### src/rtl/bcd_seg_display.sv
// Captures a 4-bit sum over valid/ready, splits it into tens/ones BCD digits and
// drives a two-digit time-multiplexed 7-segment display with leading-zero blanking.
module bcd_seg_display #(
    parameter int unsigned REFRESH_DIV = 4
) (
    input  logic       clk,
    input  logic       reset,
    input  logic       in_valid,
    input  logic [3:0] in_data,
    output logic       in_ready,
    output logic [3:0] held,
    output logic [1:0] an,
    output logic [6:0] seg
);

    typedef enum logic [1:0] {
        IDLE    = 2'd0,
        CONVERT = 2'd1,
        SHOW    = 2'd2
    } state_t;

    localparam logic [15:0] LAST_COUNT = 16'(REFRESH_DIV - 1);

    state_t      state_q;
    logic [3:0]  held_q;
    logic        tens_q;
    logic [3:0]  ones_q;
    logic [15:0] refreshCnt_q;
    logic        digitSel_q;
    logic        capture;
    logic [6:0]  onesPattern;

    assign in_ready = (state_q != CONVERT);
    assign capture  = in_valid && in_ready;
    assign held     = held_q;

    // A capture from IDLE or SHOW always wins and restarts conversion; the
    // refresh slot timing only advances while nothing new arrives.
    always_ff @(posedge clk) begin
        if (reset) begin
            state_q      <= IDLE;
            held_q       <= 4'd0;
            tens_q       <= 1'b0;
            ones_q       <= 4'd0;
            refreshCnt_q <= 16'd0;
            digitSel_q   <= 1'b0;
        end else begin
            case (state_q)
                IDLE: begin
                    if (capture) begin
                        held_q  <= in_data;
                        state_q <= CONVERT;
                    end
                end
                CONVERT: begin
                    if (held_q >= 4'd10) begin
                        tens_q <= 1'b1;
                        ones_q <= held_q - 4'd10;
                    end else begin
                        tens_q <= 1'b0;
                        ones_q <= held_q;
                    end
                    refreshCnt_q <= 16'd0;
                    digitSel_q   <= 1'b0;
                    state_q      <= SHOW;
                end
                SHOW: begin
                    if (capture) begin
                        held_q  <= in_data;
                        state_q <= CONVERT;
                    end else if (refreshCnt_q == LAST_COUNT) begin
                        refreshCnt_q <= 16'd0;
                        digitSel_q   <= ~digitSel_q;
                    end else begin
                        refreshCnt_q <= refreshCnt_q + 16'd1;
                    end
                end
                default: begin
                    state_q <= IDLE;
                end
            endcase
        end
    end

    // Segment patterns are {g,f,e,d,c,b,a}, active high.
    always_comb begin
        onesPattern = 7'h00;
        case (ones_q)
            4'd0:    onesPattern = 7'h3F;
            4'd1:    onesPattern = 7'h06;
            4'd2:    onesPattern = 7'h5B;
            4'd3:    onesPattern = 7'h4F;
            4'd4:    onesPattern = 7'h66;
            4'd5:    onesPattern = 7'h6D;
            4'd6:    onesPattern = 7'h7D;
            4'd7:    onesPattern = 7'h07;
            4'd8:    onesPattern = 7'h7F;
            4'd9:    onesPattern = 7'h6F;
            default: onesPattern = 7'h00;
        endcase
    end

    always_comb begin
        an  = 2'b00;
        seg = 7'h00;
        if (state_q == SHOW) begin
            if (!digitSel_q) begin
                an  = 2'b01;
                seg = onesPattern;
            end else if (tens_q) begin
                an  = 2'b10;
                seg = 7'h06;
            end
        end
    end

endmodule
### config.mk
export PLATFORM = sky130hd
export DESIGN_NAME = bcd_seg_display
export DESIGN_NICKNAME = d
export VERILOG_FILES = /design/src/rtl/bcd_seg_display.sv
export SDC_FILE = /design/constraint.sdc
export NUM_CORES = 1
export LEC_CHECK = 0
export ABC_CLOCK_PERIOD_IN_PS = 2500
export CAP_MARGIN = 20
export CORE_MARGIN = 4
export CORE_UTILIZATION = 25
export DETAILED_ROUTE_END_ITERATION = 8
export HOLD_SLACK_MARGIN = 0.15
export PLACE_DENSITY_LB_ADDON = 0.08
export SYNTH_ARGS = -nofsm -noshare
export SYNTH_HDL_FRONTEND = slang
export SYNTH_SLANG_ARGS = --single-unit
### constraint.sdc
create_clock -name clk -period 2.5 [get_ports clk]
set_clock_uncertainty 0.15 [all_clocks]
set_input_delay 0.25 -clock clk [delete_from_list [all_inputs] [get_ports clk]]
set_output_delay 0.25 -clock clk [all_outputs]
set_load 0.01 [all_outputs]
# Word-level counts from Yosys, hierarchy flattened
# Memories as Yosys holds them, arrays and structs flattened. A register that Yosys moved wholly into a read port is not among the register bits.
# Cells that the tools add are included.
# word_totals
regBits	28
mem_bits_ro	112
input_bits	7
output_inout_bits	14
word_cells	43
memories	1
# classes
n_addsub	2
order_cmp	1
eq_ne	7
n_mux	18
bitwise_logic	1
n_reduce_logical	7
# memory_table
memory	depth	word_bits	read_ports	rd_clocked_by_memory_dff	write_ports	line_no	source
(name not given)	16	7	1	1	0	88	case (ones_q)
# op_table
operator	n
$mux W16	2
$pmux W16 S2	1
$add A16 B1 Y16 const B	1
$eq A16 B2 Y1 const B	1
$mux W7	2
$mux W4	3
$mux W2	4
$ge A4 B4 Y1 const B	1
$ne A2 B1 Y1 const B	2
$ne A2 B2 Y1 const B	2
$pmux W2 S2	1
$reduce_and A2 Y1	2
$sub A4 B4 Y4 const B	1
$mux W1	3
$mux W3	1
$reduce_and A3 Y1	1
$eq A2 B1 Y1 const B	1
$eq A2 B2 Y1 const B	1
$logic_not A2 Y1	1
$pmux W1 S2	1
$reduce_bool A2 Y1	1
$reduce_or A2 Y1	1
$logic_and A1 B1 Y1	1
$not A1 Y1	1

# Depth between registers and ports, before layout
# Gate-level depths: netlist (run 1).
# depth
ltp_word	4
depth_mapped	9
depth_no_buf	8

# Worst setup path before layout (run 1)
# No wires, ideal clock.
# synth_timing
path_type	register to register
startpoint	register held_q[1] (netlist: held[1])
endpoint	register, netlist name onesPattern[3]
setup_ps	74
arrival_time_ps	1859
t_required_ps	2276
slack_ps	416
stages_incl_launch_ff	8
n_path_buf	1
period_less_slack_ps	2084
path_cell_list	dfxtp_1 inv_1 o211a_1 or3_1 clkbuf_1 ha_1 mux2_2 o21ai_0
# synth_via
elab_chain_len	4
elab_cells_between_ends	5
cone_classes	add/sub: 1; order compare: 1; mux: 3
# synth_rtl
item	line_no	source
start, declared	25	logic [3:0] held_q;
start signal, assigned	51	held_q <= in_data;
start signal, assigned	69	held_q <= in_data;
$sub A4 B4 Y4 or $ge A4 B4 Y1 (tied branches)	58, 56	
$mux W4 (*)	56	if (held_q >= 4'd10) begin
$mux W4 (no line) (*) (2 in series)	n/a	
# Every way passes the cells marked *; elsewhere a longest branch is shown, timed or not.
# A chain may end at the register's enable or synchronous reset.

# Worst setup path in the final report (run 1)
# layout_timing
startpoint	register state_q[1]
endpoint	register, netlist name onesPattern[3]
# layout_via
elab_chain_len	3
# layout_rtl
item	line_no	source
start, declared	24	state_t state_q;
start signal, assigned	41	state_q <= IDLE;
start signal, assigned	52	state_q <= CONVERT;
start signal, assigned	65	state_q <= SHOW;
$eq A2 B1 Y1	48	case (state_q)
$mux W4 (no line) (2 in series)	n/a	
# Every way passes these cells.

==> flow_results.org, run 1 <==
** STA
- Maximum clock rate :: roughly 460 MHz
- The number of hold violations in the final report was 0.
- For the final routed database, the setup TNS stands at 0 ps.
- The number of max-slew violations in the final report is 0.
- Measured against its own limit, the worst slew margin works out to around three fifths.
- Setup repair after global routing missed its margin :: no
- Setup violations remaining at the end of the flow were counted as 0.
- Subtracting the final worst setup slack from the clock period gives 2160 ps.
- Transition time at the pin with the least slew margin :: roughly 600 ps
- Fraction of the cycle the final worst path needs :: 86.3%

** Placement
- Count of port buffers added during placement :: 20
- Hpwl dp :: between 3000 and 4000 um
- Instance area at placement :: 2090 um^2
- Counting tap cells, the placed design contains a total of approximately 320 instances.
- The congestion estimate from routability-driven global placement came to 0.758.

** CTS
- TritonCTS Sinks :: 35
- Cell chosen for the clock root :: sky130_fd_sc_hd__clkbuf_8
- Total of cells resized after clock tree synthesis :: 0
- Total clock buffers created by CTS :: 5
- Post-CTS timing repair inserted 0 buffers for setup.
- CTS tree :: done
- Max clock buf depth :: 2
- Clock edge transition at the registers on the reported setup and hold paths :: approximately 70 ps
- Quantity of hold-fixing buffers added after cts :: 0
- # H-tree levels :: 2
- Clock Latency Late Sink :: between 200 and 300 ps

** Route
- Initial drt markers :: 46
- The final layout contains routed wiring with a total length of between 3000 and 4000 um.
- Number of vias per cell after detailed routing :: about 4.4
- In the routed design, unresolved DRC markers number 0.
- Dividing the detail-routed wire length by the instance count gives 11.9 um.
- Vias :: 1447
- The count of nets left with antenna violations once routing finished came out at 0.
- Before antenna repair, the detailed router went through 4 iterations.

** Floorplan
- Placeable core region :: between 6000 and 7000 um^2
- The floorplan step set the die width to 92.2 um.
- The die covers between 8000 and 9000 um^2.
- Initial Util :: between 20 and 30%
- Die height :: 92.2 um
- In this run the core area contains 30 standard-cell rows.
- During I/O placement, the number of pins put on the boundary was 21.

** Global routing
- For this run, the total global-route usage over all layers was measured as between 10% and 20%.
- Entering global routing, the biggest net connects 16 pins.
- The number of antenna violations at the first check in global routing is 0.
- Global-route wire length before repair :: roughly 6800 um
- The via count of the first global-routing pass was ~1400.
- Total global routing overflow :: 0

** Synthesis
- Synthesis instantiated 45 different standard cells from the library.
- For this run, the register share of the synthesized area comes to between 30% and 40%.
- After synthesis the netlist holds a flip-flop and latch count of 35.
- Synthesis handed over a netlist of 210 instances.
- Mean post-synth cell area :: around 8.4 um^2
- Warnings from Yosys :: 0
- The number of nets in the synthesized netlist is 225.
- After synthesis the cells add up to ~1800 um^2.

** Finish
- Final net count :: around 250
- Cell area after layout :: about 2200 um^2
- The number of antenna diodes in the final layout is 0.
- Compared with the post-synthesis result, the final layout area differs by 23.6%.
- In the final layout, the share of cells above drive strength 1 is 9.36%.
- Filler-free cell count of the finished design :: ~330
- Utilization after layout :: approximately a third

** Power and ir drop
- The analysis attributes to cell leakage a power of about 0.83 nW.
- PD cells :: between 500 and 600 nW/um^2
- Largest voltage drop on the vdd net :: 0.000191 V

** Critical path
- CP startpoint kind :: flop
- Data required, critical path :: approximately 2600 ps
- CP Class :: flop to flop
- Worst EP arrival :: ~2200 ps
- Logic depth of the worst register-to-register path :: 6
- Of all nets on the critical path, the largest fanout is 8.
- Capturing element type of the critical path :: flop

** Flow run
- Max_cap viols :: 0

** Hold path
- The worst hold path was traced through 2 stages.
- Path category of the worst min-delay check :: flop to flop

** Status
- The run finished with clean final reports.
## synthesized netlist by cell type (all sizes together)
master,n,area [um^2]
a22oi,2,15.0
o211a,1,10.0
ha,8,100
and2,7,46.3
nand3b,2,15.0
a21o,5,37.5
o31a,1,8.76
nor3,4,20.0
a31oi,1,6.26
nor3b,2,15.0
buf,3,21.3
and2b,1,7.51
a32o,1,10.0
nand3,10,55.1
dfxtp,35,701
o31ai,1,7.51
a211oi,1,7.51
o21ai,10,50.0
clkbuf,4,15.0
nand2,20,75.1
nand4,2,12.5
mux2i,4,40.0
a21oi,9,45.0
nor2b,5,31.3
or4b,1,13.8
mux2,4,45.0
o21bai,1,11.3
and3,1,6.26
and4b,1,10.0
nor2,31,116
xor2,2,17.5
or3b,1,8.76
nor4b,1,8.76
or3,4,25.0
inv,11,41.3
xnor2,6,52.6
nor4,4,40.0
o211ai,2,15.0
a311oi,1,8.76
## routing by layer
metal	GRT usage (%)	vias up	wire (um)
met2	17.6	18	1910
met1	11.3	655	1850
met5	0	-	0
li1	-	768	-
met3	3.12	6	121
met4	4.08	0	68
## report_power, final
part | internal, mW | switching, mW | leakage [nW]
registers | 0.573 | 0.00947 | 0.284
logic | 0.0575 | 0.0597 | 0.496
clock network | 0.251 | 0.212 | 0.0505
## cells by family after synthesis
family	Yosys count	share of synthesized area, %
compound gates	36	13.1
xor+xnor	8	3.95
fa+ha+maj	8	5.65
buf+inv	18	4.38
flops	35	39.5
mux	8	4.80
simple gates	97	28.6
## critical path: stages (launching register included)
cell and delay, ps:
sky130_fd_sc_hd__dfxtp_1 350, sky130_fd_sc_hd__and2b_1 240, sky130_fd_sc_hd__o211a_1 140, sky130_fd_sc_hd__or3_1 490, sky130_fd_sc_hd__ha_1 340, sky130_fd_sc_hd__mux2_2 260, sky130_fd_sc_hd__o21ai_0 120
## sequential cells by signal (all words and copies together) (netlist names)
| name | count |
|---|---|
| held | 4 |
| refreshCnt_q | 16 |
| ones_q | 4 |
| digitSel_q | 1 |
| onesPattern | 7 |
| tens_q | 1 |
| state_q | 2 |
## area by class of cell
cell class / count / area [um^2]
timing repair buffer: 24 / 230
clock buffer: 7 / 96.3
multi-input combinational: 157 / 995
fill: 768 / 4640
tap: 96 / 120
clock inverter: 1 / 7.51
sequential: 35 / 701
inverter: 11 / 41.3
## cell usage in the layout (no fill, tap or decap), types with 2 or more instances in the layout
master / count
sky130_fd_sc_hd__nand3_1: 9
sky130_fd_sc_hd__xor2_1: 2
sky130_fd_sc_hd__xnor2_1: 6
sky130_fd_sc_hd__nand3b_1: 2
sky130_fd_sc_hd__o211ai_1: 2
sky130_fd_sc_hd__inv_1: 10
sky130_fd_sc_hd__nor2b_1: 5
sky130_fd_sc_hd__clkdlybuf4s50_1: 20
sky130_fd_sc_hd__nand4_1: 2
sky130_fd_sc_hd__mux2_2: 4
sky130_fd_sc_hd__dfxtp_1: 35
sky130_fd_sc_hd__nor2_1: 31
sky130_fd_sc_hd__clkbuf_8: 7
sky130_fd_sc_hd__nor3_1: 4
sky130_fd_sc_hd__a21oi_1: 9
sky130_fd_sc_hd__nor3b_1: 2
sky130_fd_sc_hd__o21ai_0: 9
sky130_fd_sc_hd__nand2_1: 20
sky130_fd_sc_hd__mux2i_1: 4
sky130_fd_sc_hd__a22oi_1: 2
sky130_fd_sc_hd__ha_1: 8
sky130_fd_sc_hd__a21o_1: 5
sky130_fd_sc_hd__nor4_1: 3
sky130_fd_sc_hd__buf_4: 4
sky130_fd_sc_hd__or3_1: 4
sky130_fd_sc_hd__and2_1: 6
## path summary, 6_finish.rpt
check / start / end / slack [ps]
max reg2reg: state_q[1] / onesPattern[3] / 340
max: state_q[1] / onesPattern[3] / 340
min: ones_q[0] / ones_q[0] / 320
min reg2reg: ones_q[0] / ones_q[0] / 320
## per-stage QoR
step | worst slack, ps | hold slack, ps | total power [mW]
after floorplan | 416 | 239 | 0.665
after global placement | 264 | 320 | 0.719
after detailed placement | 295 | 310 | 0.716
after CTS | 312 | 322 | 1.19
after global routing | 198 | 350 | 1.22
final | 342 | 322 | 1.16
Note: power is estimated with default switching activity, not from simulation.
==> run 2: changes to the inputs <==
--- a/config.mk
+++ b/config.mk
@@ -5,13 +5,14 @@
 export SDC_FILE = /design/constraint.sdc
 export NUM_CORES = 1
 export LEC_CHECK = 0
+export ABC_AREA = 1
 export ABC_CLOCK_PERIOD_IN_PS = 2500
 export CAP_MARGIN = 20
 export CORE_MARGIN = 4
 export CORE_UTILIZATION = 25
+export CTS_CLUSTER_DIAMETER = 80
 export DETAILED_ROUTE_END_ITERATION = 8
 export HOLD_SLACK_MARGIN = 0.15
-export PLACE_DENSITY_LB_ADDON = 0.08
 export SYNTH_ARGS = -nofsm -noshare
 export SYNTH_HDL_FRONTEND = slang
 export SYNTH_SLANG_ARGS = --single-unit
==> flow_results.org, run 2 <==
** STA
- Count of pins over their slew limit :: 0
- Setup slack on the critical path of the routed design comes to approximately 190 ps.
- Maximum clock rate :: between 400 and 500 MHz
- Fraction of the cycle the final worst path needs :: between 90% and 100%
- For the pin with the worst max-slew slack, the measured transition is ~550 ps.
- Number of failing setup endpoints in the final timing report :: 0
- In this run the tightest slew margin relative to its limit is a little under two thirds.
- The number of hold violations in the final report came to 0.
- Final Critical Period :: 2310 ps
- Final hold slack :: ~340 ps
- Setup repair after global routing left no endpoint under its margin.
- Setup TNS after final layout :: 0 ps

** Global routing
- Total global routing overflow :: 0
- Global routing consumed, over all layers together, under 10% of the routing resources.
- The first global-routing pass estimated a little under 8000 um of wire.
- Initial antenna violation count :: 0
- Vias in the first global route :: approximately 1800
- Entering global routing, the biggest net connects 20 pins.

** Synthesis
- Unique masters post-synth :: 33
- Area of the mapped netlist :: around 2000 um^2
- Synthesis handed over a netlist of slightly above 300 instances.
- Averaged over all synthesized cells, the footprint is between 6 and 7 um^2.
- Number of enable flip-flop cells after synthesis :: 0
- In the post-synthesis netlist, the cell with the most instances is sky130_fd_sc_hd__nand2_1.
- Total of flip-flops plus latches after synthesis :: 35
- For this run, the number of Yosys warnings is 0.
- Fraction of the yosys area taken by sequential cells :: a little over a third
- Mapped Nets :: 319
- Of all cell types, the one taking the most synthesized area is sky130_fd_sc_hd__dfxtp_1.
- Area share of the largest cell type after synthesis :: between 30% and 40%
- Fraction of registers with async set or reset after synthesis :: 0%
- Predominant post-synthesis flop cell :: sky130_fd_sc_hd__dfxtp_1
- Synth top cells by count :: sky130_fd_sc_hd__nand2_1, sky130_fd_sc_hd__nor2_1, sky130_fd_sc_hd__dfxtp_1, sky130_fd_sc_hd__inv_1, sky130_fd_sc_hd__a21oi_1
- Leading cell types by total area after synthesis :: sky130_fd_sc_hd__dfxtp_1, sky130_fd_sc_hd__nand2_1, sky130_fd_sc_hd__nor2_1

** Floorplan
- Number of I/O pins :: 21
- The core region is 7770 um^2.
- Once the floorplan was initialized, standard cells occupied roughly 26% of the core.
- The die covers approximately 9600 um^2.
- Die height :: just under 100 um
- Row generation in the floorplan step produced 32 rows.
- The floorplan step set the die width to ~100 um.

** Placement
- Instance area at placement :: approximately 2300 um^2
- Detailed placement finished with a half-perimeter wire length of ~3300 um.
- Pre-CTS setup slack :: slightly below 500 ps
- Count of port buffers added during placement :: 20
- RePlAce Congestion :: between 0.8 and 0.9
- Including well taps, the total number of placed cells is 422.

** Finish
- Max reg flops :: 16
- Measured on the finished design, the core utilization comes to 31.6%.
- Layout Area Growth over Synthesis :: 21.8%
- Leaving out fill and tap cells, the most frequent cell in the layout is sky130_fd_sc_hd__nand2_1.
- Filler-free cell count of the finished design :: 430
- Final net count :: roughly 340
- Cell area after layout :: between 2000 and 2500 um^2
- In the final layout, the share of cells above drive strength 1 is ~12%.
- The repair_antennas step left the layout with diodes totalling 0.
- The library cells used most frequently in the layout, excluding fill and tap cells, are sky130_fd_sc_hd__nand2_1, sky130_fd_sc_hd__nor2_1, sky130_fd_sc_hd__dfxtp_1.
- Register containing the most flip-flops in the final layout :: refreshCnt_q

** Route
- Residual DRC count :: 0
- Post-detailed-route wirelength per cell :: 9.97 um
- The final route contains roughly 1800 vias.
- For this run, the detailed router's first-pass iteration total came to 4.
- The routed design has 4290 um of wire.
- Number of vias per cell after detailed routing :: between 4 and 5
- In this run, the number of DRC markers left after iteration 0 of detailed routing was 86.
- Post-detailed-route count of antenna-violating nets :: 0

** Critical path
- Largest fanout on the critical path :: 9
- CP startpoint kind :: flop
- Flop2flop setup slack :: 560 ps
- Data required, critical path :: between 2000 and 2500 ps
- The worst setup path is of the flop to primary output kind.
- Worst EP arrival :: ~1900 ps
- STA classifies the critical path endpoint as a primary output.

** CTS
- Total of cells resized after clock tree synthesis :: 0
- In this run the number of H-tree levels came out at 2.
- TritonCTS built the clock tree.
- Quantity of hold-fixing buffers added after cts :: 0
- Clock edge transition at the registers on the reported setup and hold paths :: around 70 ps
- The number of clock buffers added by TritonCTS is 5.
- At the later pin of the worst-skew pair, clock insertion delay measures ~290 ps.
- TritonCTS Sinks :: 35
- Max clock buf depth :: 2
- Cell chosen for the clock root :: sky130_fd_sc_hd__clkbuf_8
- Post-CTS setup buffer count :: 0

** Power and ir drop
- PD cells :: between 500 and 600 nW/um^2
- Largest voltage drop on the vdd net :: between 0.0003 and 0.0004 V
- Total power after layout :: about 1.4 mW
- Reported leakage power :: a little over 1 nW

** Flow run
- The tool flagged a number of max-cap violations equal to 0.

** Hold path
- The path class of the tightest hold or removal check is flop to flop.

** Status
- The flow ran to the end, and the final reports show no timing, DRC or antenna violations.
run 2: changes by cell type in the layout (fill, tap and decap cells not counted), sizes merged, moves of 5 or more:
cell	delta
nand2	+90
nor2	+20
inv	+15
a21oi	+11
nand3	+9
and2	-7
nor2b	-5
xnor2	-5
run 2: power by group:
part	switching (mW)	internal, mW	leakage [nW]
sequential	0.0133	0.581	0.285
combinational	0.0927	0.0660	0.687
clock	0.220	0.398	0.0644
run 2: cells by family (layout without fill, tap and decap cells):
kind of cell | count (synthesis) | count (layout) | share of synthesized area (%)
AOI/OAI and AO/OA | 34 | 34 | 9.06
xor gates and xnor gates | 1 | 1 | 0.434
buffers and inverters | 35 | 59 | 7.44
adders and majority gates | 8 | 8 | 4.96
DFF | 35 | 35 | 34.7
and+or+nand+nor | 191 | 191 | 43.4
run 2: path summary, 6_finish.rpt:
path | from | endpoint | cells past startpoint
setup / recovery | state_q[1] | seg[1] | 5
hold / removal | refreshCnt_q[1] | refreshCnt_q[1] | 2
setup reg to reg | state_q[0] | onesPattern[1] | 11
hold reg to reg | refreshCnt_q[1] | refreshCnt_q[1] | 2
run 2: routing by layer:
layer / up-vias / GRT usage (%) / wire length, um
met3: 7 / 2.50 / 207
met1: 787 / 12.4 / 2090
met5: - / 0 / 0
li1: 1002 / - / -
met4: 0 / 3.94 / 50
met2: 35 / 15.4 / 1940
run 2: area by class of cell:
| cell class | instances | area, um^2 |
|---|---|---|
| Clock buffer | 5 | 68.8 |
| Clock inverter | 3 | 67.6 |
| Fill cell | 861 | 5310 |
| Inverter | 29 | 110 |
| Multi-Input combinational cell | 234 | 1170 |
| Sequential cell | 35 | 701 |
| Tap cell | 102 | 128 |
| Timing Repair Buffer | 22 | 215 |
run 2: critical path, cell delays in order, from the launching register on:
cell                              delay, ps
sky130_fd_sc_hd__dfxtp_1                380
sky130_fd_sc_hd__inv_1                  120
sky130_fd_sc_hd__nor2_4                 150
sky130_fd_sc_hd__clkinv_1               210
sky130_fd_sc_hd__a21oi_1                180
sky130_fd_sc_hd__clkdlybuf4s50_1        570
==> run 3: changes to the inputs <==
--- a/config.mk
+++ b/config.mk
@@ -8,11 +8,15 @@
 export ABC_AREA = 1
 export ABC_CLOCK_PERIOD_IN_PS = 2500
 export CAP_MARGIN = 20
+export CELL_PAD_IN_SITES_DETAIL_PLACEMENT = 1
+export CELL_PAD_IN_SITES_GLOBAL_PLACEMENT = 1
 export CORE_MARGIN = 4
 export CORE_UTILIZATION = 25
 export CTS_CLUSTER_DIAMETER = 80
 export DETAILED_ROUTE_END_ITERATION = 8
 export HOLD_SLACK_MARGIN = 0.15
+export PLACE_DENSITY_LB_ADDON = 0.1
+export RECOVER_POWER = 25
 export SYNTH_ARGS = -nofsm -noshare
 export SYNTH_HDL_FRONTEND = slang
 export SYNTH_SLANG_ARGS = --single-unit
==> flow_results.org, run 3 (synthesized netlist as in run 2, its figures left out) <==
** Critical path
- CP startpoint kind :: flop
- The worst setup path is captured at a primary output.
- STA puts the critical path data arrival time at about 1900 ps.
- CP Class :: flop to primary output
- Largest fanout on the critical path :: 9
- Data required, critical path :: around 2100 ps

** Finish
- After routing the design area is approximately 2400 um^2.
- Relative to the synthesized area, the layout overhead comes to 20.7%.
- The repair_antennas step left the layout with diodes totalling 0.
- Final net count :: roughly 340
- Register containing the most flip-flops in the final layout :: refreshCnt_q
- The library cell used most frequently in the layout, excluding fill and tap cells, is sky130_fd_sc_hd__nand2_1.
- The register with the most flip-flops in the layout has 16 of them.
- Of the cells placed in the final design, the portion with a size suffix greater than 1 is 10.9%.
- For this run, the share of the core covered by cells in the final layout is 31.3%.
- The top cell types in the final layout, fill and taps aside, are sky130_fd_sc_hd__nand2_1, sky130_fd_sc_hd__nor2_1, sky130_fd_sc_hd__dfxtp_1.

** Global routing
- Summed over all layers, the global routing overflow is 0.
- In the global route stage, overall resource usage came out at between 10% and 20%.
- Global-route wire length before repair :: 9540 um
- The number of antenna violations at the first check in global routing came to 0.
- Entering global routing, the biggest net connects 20 pins.
- The via count of the first global-routing pass was around 1900.

** CTS
- CTS tree :: done
- After clock tree synthesis, the clock-pin slew on the worst setup and hold paths is around 80 ps.
- The later pin in the worst-skew pair is clocked with a latency of just under 300 ps.
- Post-CTS setup buffer count :: 0
- The number of hold buffers added after CTS was 0.
- The tree is rooted in a sky130_fd_sc_hd__clkbuf_8.
- TritonCTS created 5 clock buffers.
- Total of cells resized after clock tree synthesis :: 0
- No sink is reached through more buffers than the 2 on the longest clock path.
- The H-tree was split into 2 levels.
- Counting every sink on the clock net gives 35.

** Route
- The count of nets left with antenna violations once routing finished came out at 0.
- Residual DRC count :: 0
- The first routing iteration left between 70 and 80 violations.
- First-pass iteration count of the detailed router :: 6
- Post-detailed-route wirelength per cell :: 12.7 um
- Using the TritonRoute via totals, the vias-per-cell ratio works out to 4.35.
- The final route contains around 1900 vias.
- Final wirelength :: between 5000 and 6000 um

** Floorplan
- For this configuration, the core starts out at a cell density of 26.0%.
- Placeable core region :: 7770 um^2
- Die height :: slightly below 100 um
- The floorplan has 32 rows.
- Number of I/O pins :: 21
- Die Span X :: 97.8 um
- Die ar. :: between 9000 and 10000 um^2

** Flow run
- Max-cap violations in this run came to 0.

** STA
- Count of pins over their slew limit :: 0
- Setup repair after global routing left no endpoint under its margin.
- Measured against its own limit, the worst slew margin works out to between 20% and 30%.
- In the finished design, the share of the clock period the worst path needs comes to about nine tenths.
- For the pin with the worst max-slew slack, the measured transition is between 1000 and 1500 ps.
- Maximum clock rate :: roughly 440 MHz
- Count of endpoints failing hold in the final timing report :: 0
- Number of failing setup endpoints in the final timing report :: 0
- Subtracting the final worst setup slack from the clock period gives about 2300 ps.
- Summed over all failing endpoints, the final setup total negative slack is 0 ps.

** Placement
- RePlAce Congestion :: 0.765
- Count of port buffers added during placement :: 20
- Instance area at placement :: 2330 um^2
- Hpwl dp :: roughly 4000 um

** Status
- The run finished with clean final reports.

** Power and ir drop
- After layout, the design draws a total of 1.31 mW.
- Largest voltage drop on the vdd net :: 0.000252 V
- For this design the static power due to leakage is just over 1 nW.
- PD cells :: ~540 nW/um^2

** Hold path
- Path category of the worst min-delay check :: flop to flop
## run 3: changes by cell type in the layout (fill, tap and decap cells not counted), sizes merged
cell	delta
bufinv	-1
clkbuf	+2
dlygate4sd3	+2
clkdlybuf4s50	-2
## run 3: report_power, final
group | internal, mW | leakage, nW | switching (mW) | total, mW
Combinational | 0.0640 | 0.689 | 0.0994 | 0.163
Sequential | 0.581 | 0.285 | 0.0128 | 0.594
Clock | 0.323 | 0.0612 | 0.225 | 0.548
## run 3: metrics by stage
stage,hold slack (ps),std cells,setup WS (ps)
5_1_grt,367,431,54.6
3_3_place_gp,331,423,419
6_report,339,431,220
3_5_place_dp,335,423,410
2_1_floorplan,179,304,679
4_1_cts,347,431,88.1
## run 3: worst paths after layout
path                                       from              end  slack [ps]  depth (start not counted)
worst max-delay path                 state_q[1]            an[0]         220                          5
worst min-delay path            refreshCnt_q[1]  refreshCnt_q[1]         340                          2
worst max register to register       state_q[0]   onesPattern[3]         450                         11
worst min register to register  refreshCnt_q[1]  refreshCnt_q[1]         340                          2
## run 3: area by class of cell
cell class              instances  area (um^2)
clock buffers                   6         82.6
clock inverters                 2         35.0
fillers                      1014         5330
inverters                      29          114
multi-input cells             234         1160
flip-flops and latches         35          701
well taps                     102          128
repair buffers                 23          219
## run 3: critical path, cell delays in order, from the launching register on
cell and delay (ps):
sky130_fd_sc_hd__dfxtp_1 380, sky130_fd_sc_hd__inv_1 120, sky130_fd_sc_hd__nor2_4 170, sky130_fd_sc_hd__clkinvlp_4 210, sky130_fd_sc_hd__nor2_1 160, sky130_fd_sc_hd__clkdlybuf4s50_1 550
## run 3: layer usage
metal	wire length, um	GRT usage, %	vias up
met5	0	0	-
met4	79	4.15	0
met3	149	2.86	4
met2	2310	18.5	22
met1	2960	17.4	848
li1	-	-	1001
